<file path="src/rtl/stage_sink.sv">
// Sink stage: a small FIFO drained into a registered output, with a
// sequence checker (each word should be the previous word plus one) and a running sum.
module stage_sink #(
    parameter int DEPTH = 4,
    parameter int DW    = 16
) (
    input  logic          i_clk,
    input  logic          i_rst,
    input  logic          i_valid,
    input  logic [DW-1:0] i_data,
    output logic          o_stall,
    input  logic          i_internal_stall,
    input  logic          i_flush,
    output logic [DW-1:0] o_data,
    output logic          o_data_valid,
    output logic          o_seq_err,
    output logic [7:0]    o_err_count,
    output logic [31:0]   o_sum
);

    localparam int AW = (DEPTH > 1) ? $clog2(DEPTH) : 1;
    localparam int CW = $clog2(DEPTH + 1);

    typedef enum logic {
        UNARMED = 1'b0,
        TRACK   = 1'b1
    } chk_state_t;

    logic [DW-1:0] mem [DEPTH];

    logic [AW-1:0] wr_ptr_reg, wr_ptr_next;
    logic [AW-1:0] rd_ptr_reg, rd_ptr_next;
    logic [CW-1:0] occ_reg, occ_next;

    logic [DW-1:0] data_reg;
    logic          data_valid_reg;
    logic          seq_err_reg;
    logic [7:0]    err_count_reg;
    logic [31:0]   sum_reg;

    chk_state_t    state_reg, state_next;
    logic [DW-1:0] expected_reg, expected_next;

    logic          full;
    logic          push;
    logic          pop;
    logic          mismatch;
    logic [DW-1:0] pop_word;

    // Full is decoded from the registered occupancy only, so a push is refused
    // while full even if the same cycle also pops.
    assign full     = (occ_reg == CW'(DEPTH));
    assign push     = i_valid && !full && !i_flush;
    assign pop      = (occ_reg != '0) && !i_internal_stall && !i_flush;
    assign pop_word = mem[rd_ptr_reg];

    // Storage carries no reset; only entries below the occupancy are ever read.
    always_ff @(posedge i_clk) begin
        if (push) begin
            mem[wr_ptr_reg] <= i_data;
        end
    end

    always_comb begin
        wr_ptr_next = wr_ptr_reg;
        rd_ptr_next = rd_ptr_reg;
        occ_next    = occ_reg;
        if (i_flush) begin
            wr_ptr_next = '0;
            rd_ptr_next = '0;
            occ_next    = '0;
        end else begin
            if (push) begin
                wr_ptr_next = wr_ptr_reg + 1'b1;
            end
            if (pop) begin
                rd_ptr_next = rd_ptr_reg + 1'b1;
            end
            if (push && !pop) begin
                occ_next = occ_reg + 1'b1;
            end else if (pop && !push) begin
                occ_next = occ_reg - 1'b1;
            end
        end
    end

    always_ff @(posedge i_clk or posedge i_rst) begin
        if (i_rst) begin
            wr_ptr_reg <= '0;
            rd_ptr_reg <= '0;
            occ_reg    <= '0;
        end else begin
            wr_ptr_reg <= wr_ptr_next;
            rd_ptr_reg <= rd_ptr_next;
            occ_reg    <= occ_next;
        end
    end

    // Checker: the first pop after reset or flush only arms the expectation.
    always_comb begin
        state_next    = state_reg;
        expected_next = expected_reg;
        mismatch      = 1'b0;
        if (pop) begin
            state_next    = TRACK;
            expected_next = pop_word + DW'(1);
            if ((state_reg == TRACK) && (pop_word != expected_reg)) begin
                mismatch = 1'b1;
            end
        end
        if (i_flush) begin
            state_next = UNARMED;
        end
    end

    always_ff @(posedge i_clk or posedge i_rst) begin
        if (i_rst) begin
            state_reg    <= UNARMED;
            expected_reg <= '0;
        end else begin
            state_reg    <= state_next;
            expected_reg <= expected_next;
        end
    end

    always_ff @(posedge i_clk or posedge i_rst) begin
        if (i_rst) begin
            data_reg       <= '0;
            data_valid_reg <= 1'b0;
            seq_err_reg    <= 1'b0;
            err_count_reg  <= '0;
            sum_reg        <= '0;
        end else begin
            data_valid_reg <= pop;
            seq_err_reg    <= mismatch;
            if (pop) begin
                data_reg <= pop_word;
                sum_reg  <= sum_reg + 32'(pop_word);
            end
            if (mismatch && (err_count_reg != 8'hFF)) begin
                err_count_reg <= err_count_reg + 8'd1;
            end
        end
    end

    assign o_stall      = full;
    assign o_data       = data_reg;
    assign o_data_valid = data_valid_reg;
    assign o_seq_err    = seq_err_reg;
    assign o_err_count  = err_count_reg;
    assign o_sum        = sum_reg;

endmodule

</file>
<file path="config.mk">
export PLATFORM = sky130hd
export DESIGN_NAME = stage_sink
export DESIGN_NICKNAME = d
export VERILOG_FILES = /design/src/rtl/stage_sink.sv
export SDC_FILE = /design/constraint.sdc
export NUM_CORES = 1
export LEC_CHECK = 0
export CAP_MARGIN = 25
export CORE_MARGIN = 1.5
export CORE_UTILIZATION = 45
export CTS_BUF_LIST = sky130_fd_sc_hd__clkbuf_4
export DETAILED_ROUTE_END_ITERATION = 8
export PLACE_DENSITY = 0.67
export SYNTH_ARGS = -nofsm -noshare
export SYNTH_HDL_FRONTEND = slang
export SYNTH_SLANG_ARGS = --single-unit
</file>
<file path="constraint.sdc">
create_clock -name i_clk -period 3.1 [get_ports i_clk]
set_clock_uncertainty 0.1 [all_clocks]
set_input_delay 0.93 -clock i_clk [delete_from_list [all_inputs] [get_ports i_clk]]
set_output_delay 0.93 -clock i_clk [all_outputs]
set_load 0.005 [all_outputs]
</file>
==> metrics.txt, run 1 <==
filler cell count=1207; Max Slew Vio Count=0; required time worst endpoint=3450 ps; grt total ovfl=0; Final min period=approximately 3100 ps; # nets final=between 700 and 800; dpl cell area=8372 um^2; Die Wd=127.6 um; Worst Path Max Fanout=6; Layout area overhead=27.78%; largest net degree at the start of global routing=44; Min-Delay Path Class=register to register; sum of negative setup slack=-11.29 ps; DR iter-0 viols=256; Core Area=roughly 15000 um^2; Worst Hold Depth=1; CP Capture Type=register; clk_lat worst skew=approximately 540 ps; worst r2r src=rd_ptr_reg[0]; CTS Root Cell=clkbuf_4; fin util=0.5872; Die Ht=127.6 um; Largest Register=mem; drt wl/cell=17.63 um; CTS tree=yes; worst setup margin=-7.316 ps; Max Buffers Root-to-Sink=2; Synth async-reset ratio=0.5616; Worst Setup Path Type=register to register; drt via density=5.452; port bufs=slightly below 80; routed via count=5016; ANT cells=0; H-tree depth=4; final hold violations=0; max reg flops=64; failing checks=negative setup slack; DR pass1 iterations=5; sequential fraction of the synthesis area=0.5688; R2R Setup Slk=-7 ps; share of cells above drive strength 1=0.1899; Peak VDD IR=0.4892 mV; EDFF count, synth=64; Num CTS Buffers=17; Post-Route WL=16220 um; Yosys reg bits=146; sink of the worst hold path=o_sum[31]; Hold Crit Start=o_sum[31]; Site Rows=45; first-pass GRT wire length=26150 um; die area=around 16000 um^2; post-synth cell types=58; initial antenna violation count=0; Mapped Nets=630; Mean Syn Cell Area=11.94 um^2; Static Leak=3.607 nW; GRT Util Overall=0.2104; post-detailed-route count of antenna-violating nets=0; Worst Reg-to-Reg Cells=10; CP Launch Type=register; # DRC=0; GP Congestion=0.8807; CTS clock-pin slew for the worst setup and hold paths=~140 ps; Synth Flop Type=dfrtp_1; vias in the first global route=5086; synthesized cell area=roughly 7000 um^2; critical path arrival=roughly 3500 ps; Max Fclk=0.3218 GHz; Slew Limit Headroom=0.5783; fin area=approximately 8900 um^2; Final setup viols=2; CTS sink count=between 100 and 150; DP Wirelength=11760 um; power per cell area=roughly 950 nW/um^2; num ports=80; RSZ-0062 raised after global routing=true; Tightest Pin Transition=631.3 ps; RR Endpoint=o_sum[30]; synthesized instance count=about 590; Ys Warns=0; status=finished with violations; fin crit share=1.002; MaxCap Viol Count=0; Initial Utilization=0.4596
[kinds of logic after synthesis]
group | Yosys count | share of synthesized area
adders and majority gates | 24 | 0.04513
muxes | 20 | 0.05999
buffers and inverters | 41 | 0.02668
DFF | 146 | 0.5688
AOI/OAI and AO/OA | 81 | 0.07361
xor gates and xnor gates | 67 | 0.08399
and+or+nand+nor | 206 | 0.1418
[placed cells by master (no fill, tap or decap), drive strengths merged, types with 13 or more instances in the layout]
cell type and n:
inv 19, buf 58, a21oi 15, mux4 16, ha 22, clkdlybuf4s50 79, nor2 28, xnor2 54
dfrtp 82, clkbuf 18, xor2 13, edfxtp 64, o21ai 27, nand2 99, nand4 19
[how the worst max path moves through the flow]
stage | from | endpoint | slack, ps | cells after the start
3_5_place_dp | rd_ptr_reg[0] | o_sum[23] | -40 | 9
2_1_floorplan | rd_ptr_reg[0] | o_sum[19] | 10 | 11
3_3_place_gp | rd_ptr_reg[0] | o_sum[30] | -6 | 10
6_report | rd_ptr_reg[0] | o_sum[30] | -7 | 10
4_1_cts | rd_ptr_reg[0] | o_sum[30] | -40 | 9
5_1_grt | rd_ptr_reg[0] | o_sum[30] | -130 | 10
[metrics by stage]
step	power, mW	hold slack (ps)	worst slack [ps]	cells
floorplan	5.123	366.8	14.89	585
global placement	6.621	360.8	-5.982	882
detailed placement	6.747	362.0	-42.15	882
CTS	8.201	382.9	-35.77	915
global route	9.047	423.8	-133.7	920
finish	8.450	381.1	-7.316	920
[synthesized netlist by cell type (8+ instances only)]
cell | number | area, um^2
a21oi_1 | 15 | 75.07
and2_1 | 8 | 50.05
clkbuf_1 | 13 | 48.80
dfrtp_1 | 82 | 2052
edfxtp_1 | 64 | 1922
ha_1 | 22 | 275.3
inv_1 | 17 | 63.81
mux4_2 | 13 | 292.8
nand2_1 | 99 | 371.6
nand3_1 | 11 | 55.05
nand4_1 | 18 | 112.6
nor2_1 | 27 | 101.4
nor3_1 | 9 | 45.04
o21ai_0 | 26 | 130.1
xnor2_1 | 54 | 473.0
xor2_1 | 13 | 113.9
[final cells by class]
cell class / instances / area [um^2] / area share
Inverter: 18 / 71.32 / 0.007989
Timing Repair Buffer: 138 / 1309 / 0.1466
Multi-Input combinational cell: 398 / 3003 / 0.3364
Sequential cell: 146 / 3975 / 0.4453
Tap cell: 188 / 235.2 / 0.02635
Clock inverter: 15 / 206.4 / 0.02313
Clock buffer: 17 / 127.6 / 0.01430
[where the power goes]
group          total, mW  internal, mW  switching (mW)
clock               1.37         0.649           0.718
sequential          2.81          2.45           0.362
combinational       4.27          2.17            2.10
total               8.45          5.27            3.18
[metal layers]
metal	track usage	wire, um
met1	0.2727	7381
met5	0	0
met4	0.06411	228
met3	0.05444	641
met2	0.3498	7964
[critical path, stage by stage, from the launching register on]
cell and delay, ps:
dfrtp_2 440, buf_6 150, mux4_2 540, ha_4 190, fa_2 350, a21oi_2 170
o211ai_1 170, a32oi_2 300, a211oi_2 160, o311ai_2 290, xnor2_1 150
[timing repair]
action                                  CTS  global route
gates resized for setup                   5            24
hold buffers                              0             0
pin swaps                                 3            18
setup buffers                             1             5
endpoints found under the setup margin   14            22
cloned                                    0             1
(Power assumes the default switching activity.)
==> run 2: changes to the inputs <==
--- a/config.mk
+++ b/config.mk
@@ -6,6 +6,7 @@
 export NUM_CORES = 1
 export LEC_CHECK = 0
 export CAP_MARGIN = 25
+export CORE_ASPECT_RATIO = 0.8
 export CORE_MARGIN = 1.5
 export CORE_UTILIZATION = 45
 export CTS_BUF_LIST = sky130_fd_sc_hd__clkbuf_4
==> run 2 against run 1 <==
Against the previous run: the flow still finishes with violations (negative setup slack); core utilization shrank 0.76 points; final cell count grew 2.2%; fmax shrank 0.77%; die area is essentially flat; via count shrank 0.74%; largest cell class unchanged; clock power shrank 13%; global-route usage shrank 0.56 points; largest power group unchanged; design area shrank 1.9%; critical path depth is the same; wire length shrank 3.2%.
==> metrics.txt, run 2 (synthesis gave the netlist of run 1 again) <==
status=finished with violations; failing checks=negative setup slack; power per cell area=921.2 nW/um^2 (-2.7%); Final min period=3132 ps (+24.20 ps); RSZ-0062 raised after global routing=true; final hold violations=0 (unchanged); GP Congestion=0.8928 (+1.4%); Die Wd=142.3 um (+12%); clk_lat worst skew=550 ps (about the same); required time worst endpoint=3420 ps (-30 ps); R2R Setup Slk=-30 ps (-20 ps); Hold Crit Start=o_data[2]; Slew Limit Headroom=0.5613 (-0.01701); Power Total=8.070 mW (-4.5%); Post-Route WL=15690 um (-3.2%); DR pass1 iterations=5 (unchanged); routed via count=4979 (-0.74%); initial antenna violation count=0 (unchanged); filler cell count=1252 (+3.7%); Layout area overhead=25.39%; grt total ovfl=0 (unchanged); CTS sink count=146 (unchanged); CP Launch Type=register; Inst Count DP=902 (+2.3%); Largest Register=mem; CTS Root Cell=clkbuf_4; CTS clock-pin slew for the worst setup and hold paths=120 ps (-20 ps); Tightest Pin Transition=658.1 ps (+26.84 ps); fin crit share=1.010 (+0.007807); Peak VDD IR=0.3461 mV (-29%); # nets final=762 (-0.26%); Worst Hold Depth=2 (+1); Final setup viols=2 (unchanged); Max Buffers Root-to-Sink=2 (unchanged); CP max stage cell=mux4_2; quantity of hold-fixing buffers added after cts=0 (unchanged); crit-path max cell delay=570 ps (+30 ps); most frequent cells in the layout=nand2_1 (99), dfrtp_1 (82), clkdlybuf4s50_1 (79), edfxtp_1 (64), xnor2_1 (54); post-detailed-route count of antenna-violating nets=0 (unchanged); CTS tree=yes; critical path arrival=3460 ps (about the same); DR iter-0 viols=464 (+81%); max reg flops=64 (unchanged); drt via density=5.297 (-2.8%); Worst Reg-to-Reg Cells=10 (unchanged); CP Capture Type=register; die area=16290 um^2 (about the same); kind of cell adding the most delay to the critical path=compound AO/OA/AOI/OAI gates; Max Fclk=0.3193 GHz (-0.77%); GRT Util Overall=0.2049 (-0.005569); Worst Setup Path Type=register to register; Static Leak=3.571 nW (-0.98%); most common cell after layout, fill and taps aside=nand2_1; DP Wirelength=11350 um (-3.5%); ANT cells=0 (unchanged); vias in the first global route=5014 (-1.4%); crit-path cells=buf_6 -> mux4_2 -> ha_4 -> fa_2 -> a21oi_4 -> o211ai_1 -> a32oi_2 -> a211oi_2 -> o311ai_1 -> xnor2_1; Buf/Inv on CP=1 (unchanged); Min-Delay Path Class=register to register; share of cells above drive strength 1=0.1726 (-0.01729); RR Endpoint=o_sum[30]; port bufs=79 (unchanged); Worst Path Max Fanout=6 (unchanged); Initial Utilization=0.4623 (+0.002663); fin util=0.5796 (-0.007607); Num CTS Buffers=17 (unchanged); Core Area=15110 um^2 (-0.58%); Max Slew Vio Count=0 (unchanged); worst setup margin=-31.52 ps (-24.20 ps); # DRC=0 (unchanged); sink of the worst hold path=o_data[2]; largest net degree at the start of global routing=73 (+66%); drt wl/cell=16.69 um (-5.3%); MaxCap Viol Count=0 (unchanged); Die Ht=114.5 um (-10%); worst r2r src=rd_ptr_reg[0]; first-pass GRT wire length=25200 um (-3.6%); num ports=80 (unchanged); Site Rows=40 (-11%); H-tree depth=4 (unchanged); Final Non-Filler Cells=940 (+2.2%)
[run 2: changes by cell type in the layout (fill, tap and decap cells not counted), sizes merged]
cell	before	now
buf	58	57
clkinv	7	6
inv	19	20
bufinv	4	2
clkbuf	18	19
[run 2: worst max path at each step]
stage / startpoint / slack, ps / end / cells after the start
after floorplan: rd_ptr_reg[0] / 10 / o_sum[19] / 11
after global placement: rd_ptr_reg[0] / 20 / o_sum[25] / 10
after detailed placement: rd_ptr_reg[0] / -7 / o_sum[18] / 11
after CTS: rd_ptr_reg[0] / -50 / o_sum[30] / 9
after global routing: rd_ptr_reg[0] / -120 / o_sum[30] / 10
final: rd_ptr_reg[0] / -30 / o_sum[30] / 10
[run 2: timing repair]
action	4_1_cts	5_1_grt
hold endpoints to repair	0	0
endpoints found under the setup margin	11	25
gates resized for setup	5	15
pin swaps	3	8
gates cloned	0	1
setup buffers	1	4
[run 2: per-layer routing]
metal  track usage  vias up  routed length (um)
met2        0.3093      182                7149
met4       0.06873        0                 243
met3       0.05897       21                 982
li1              -     2352                   -
met5             0        -                   0
met1        0.2860     2424                7315
[run 2: stage by stage]
step | hold WS (ps) | TNS (ps) | setup WS, ps | instance area (um^2)
after floorplan | 366.8 | 0 | 14.89 | 7015
after global placement | 358.8 | 0 | 22.54 | 8359
after detailed placement | 370.3 | -6.922 | -6.922 | 8359
after CTS | 395.3 | -47.68 | -47.68 | 8651
after global routing | 409.6 | -972.3 | -120.9 | 8761
final | 390.8 | -39.15 | -31.52 | 8761
[run 2: tightest hold or removal path, delay by kind of cell (launching register included)]
family	cells	cell delay, ps
flops	1	360
simple gates	2	100
[run 2: power breakdown]
part / switching, mW / internal [mW] / total [mW]
Clock: 0.690 / 0.498 / 1.19
Sequential: 0.340 / 2.44 / 2.78
Combinational: 2.06 / 2.04 / 4.10
Total: 3.09 / 4.99 / 8.07
[run 2: final cells by class]
| class | count | area, um^2 | area share |
|---|---|---|---|
| tap | 210 | 262.8 | 0.02999 |
| sequential | 146 | 3974 | 0.4536 |
| timing repair buffer | 136 | 1249 | 0.1425 |
| clock inverter | 13 | 135.1 | 0.01542 |
| inverter | 18 | 71.32 | 0.008141 |
| clock buffer | 19 | 142.6 | 0.01628 |
| multi-input combinational | 398 | 2927 | 0.3340 |
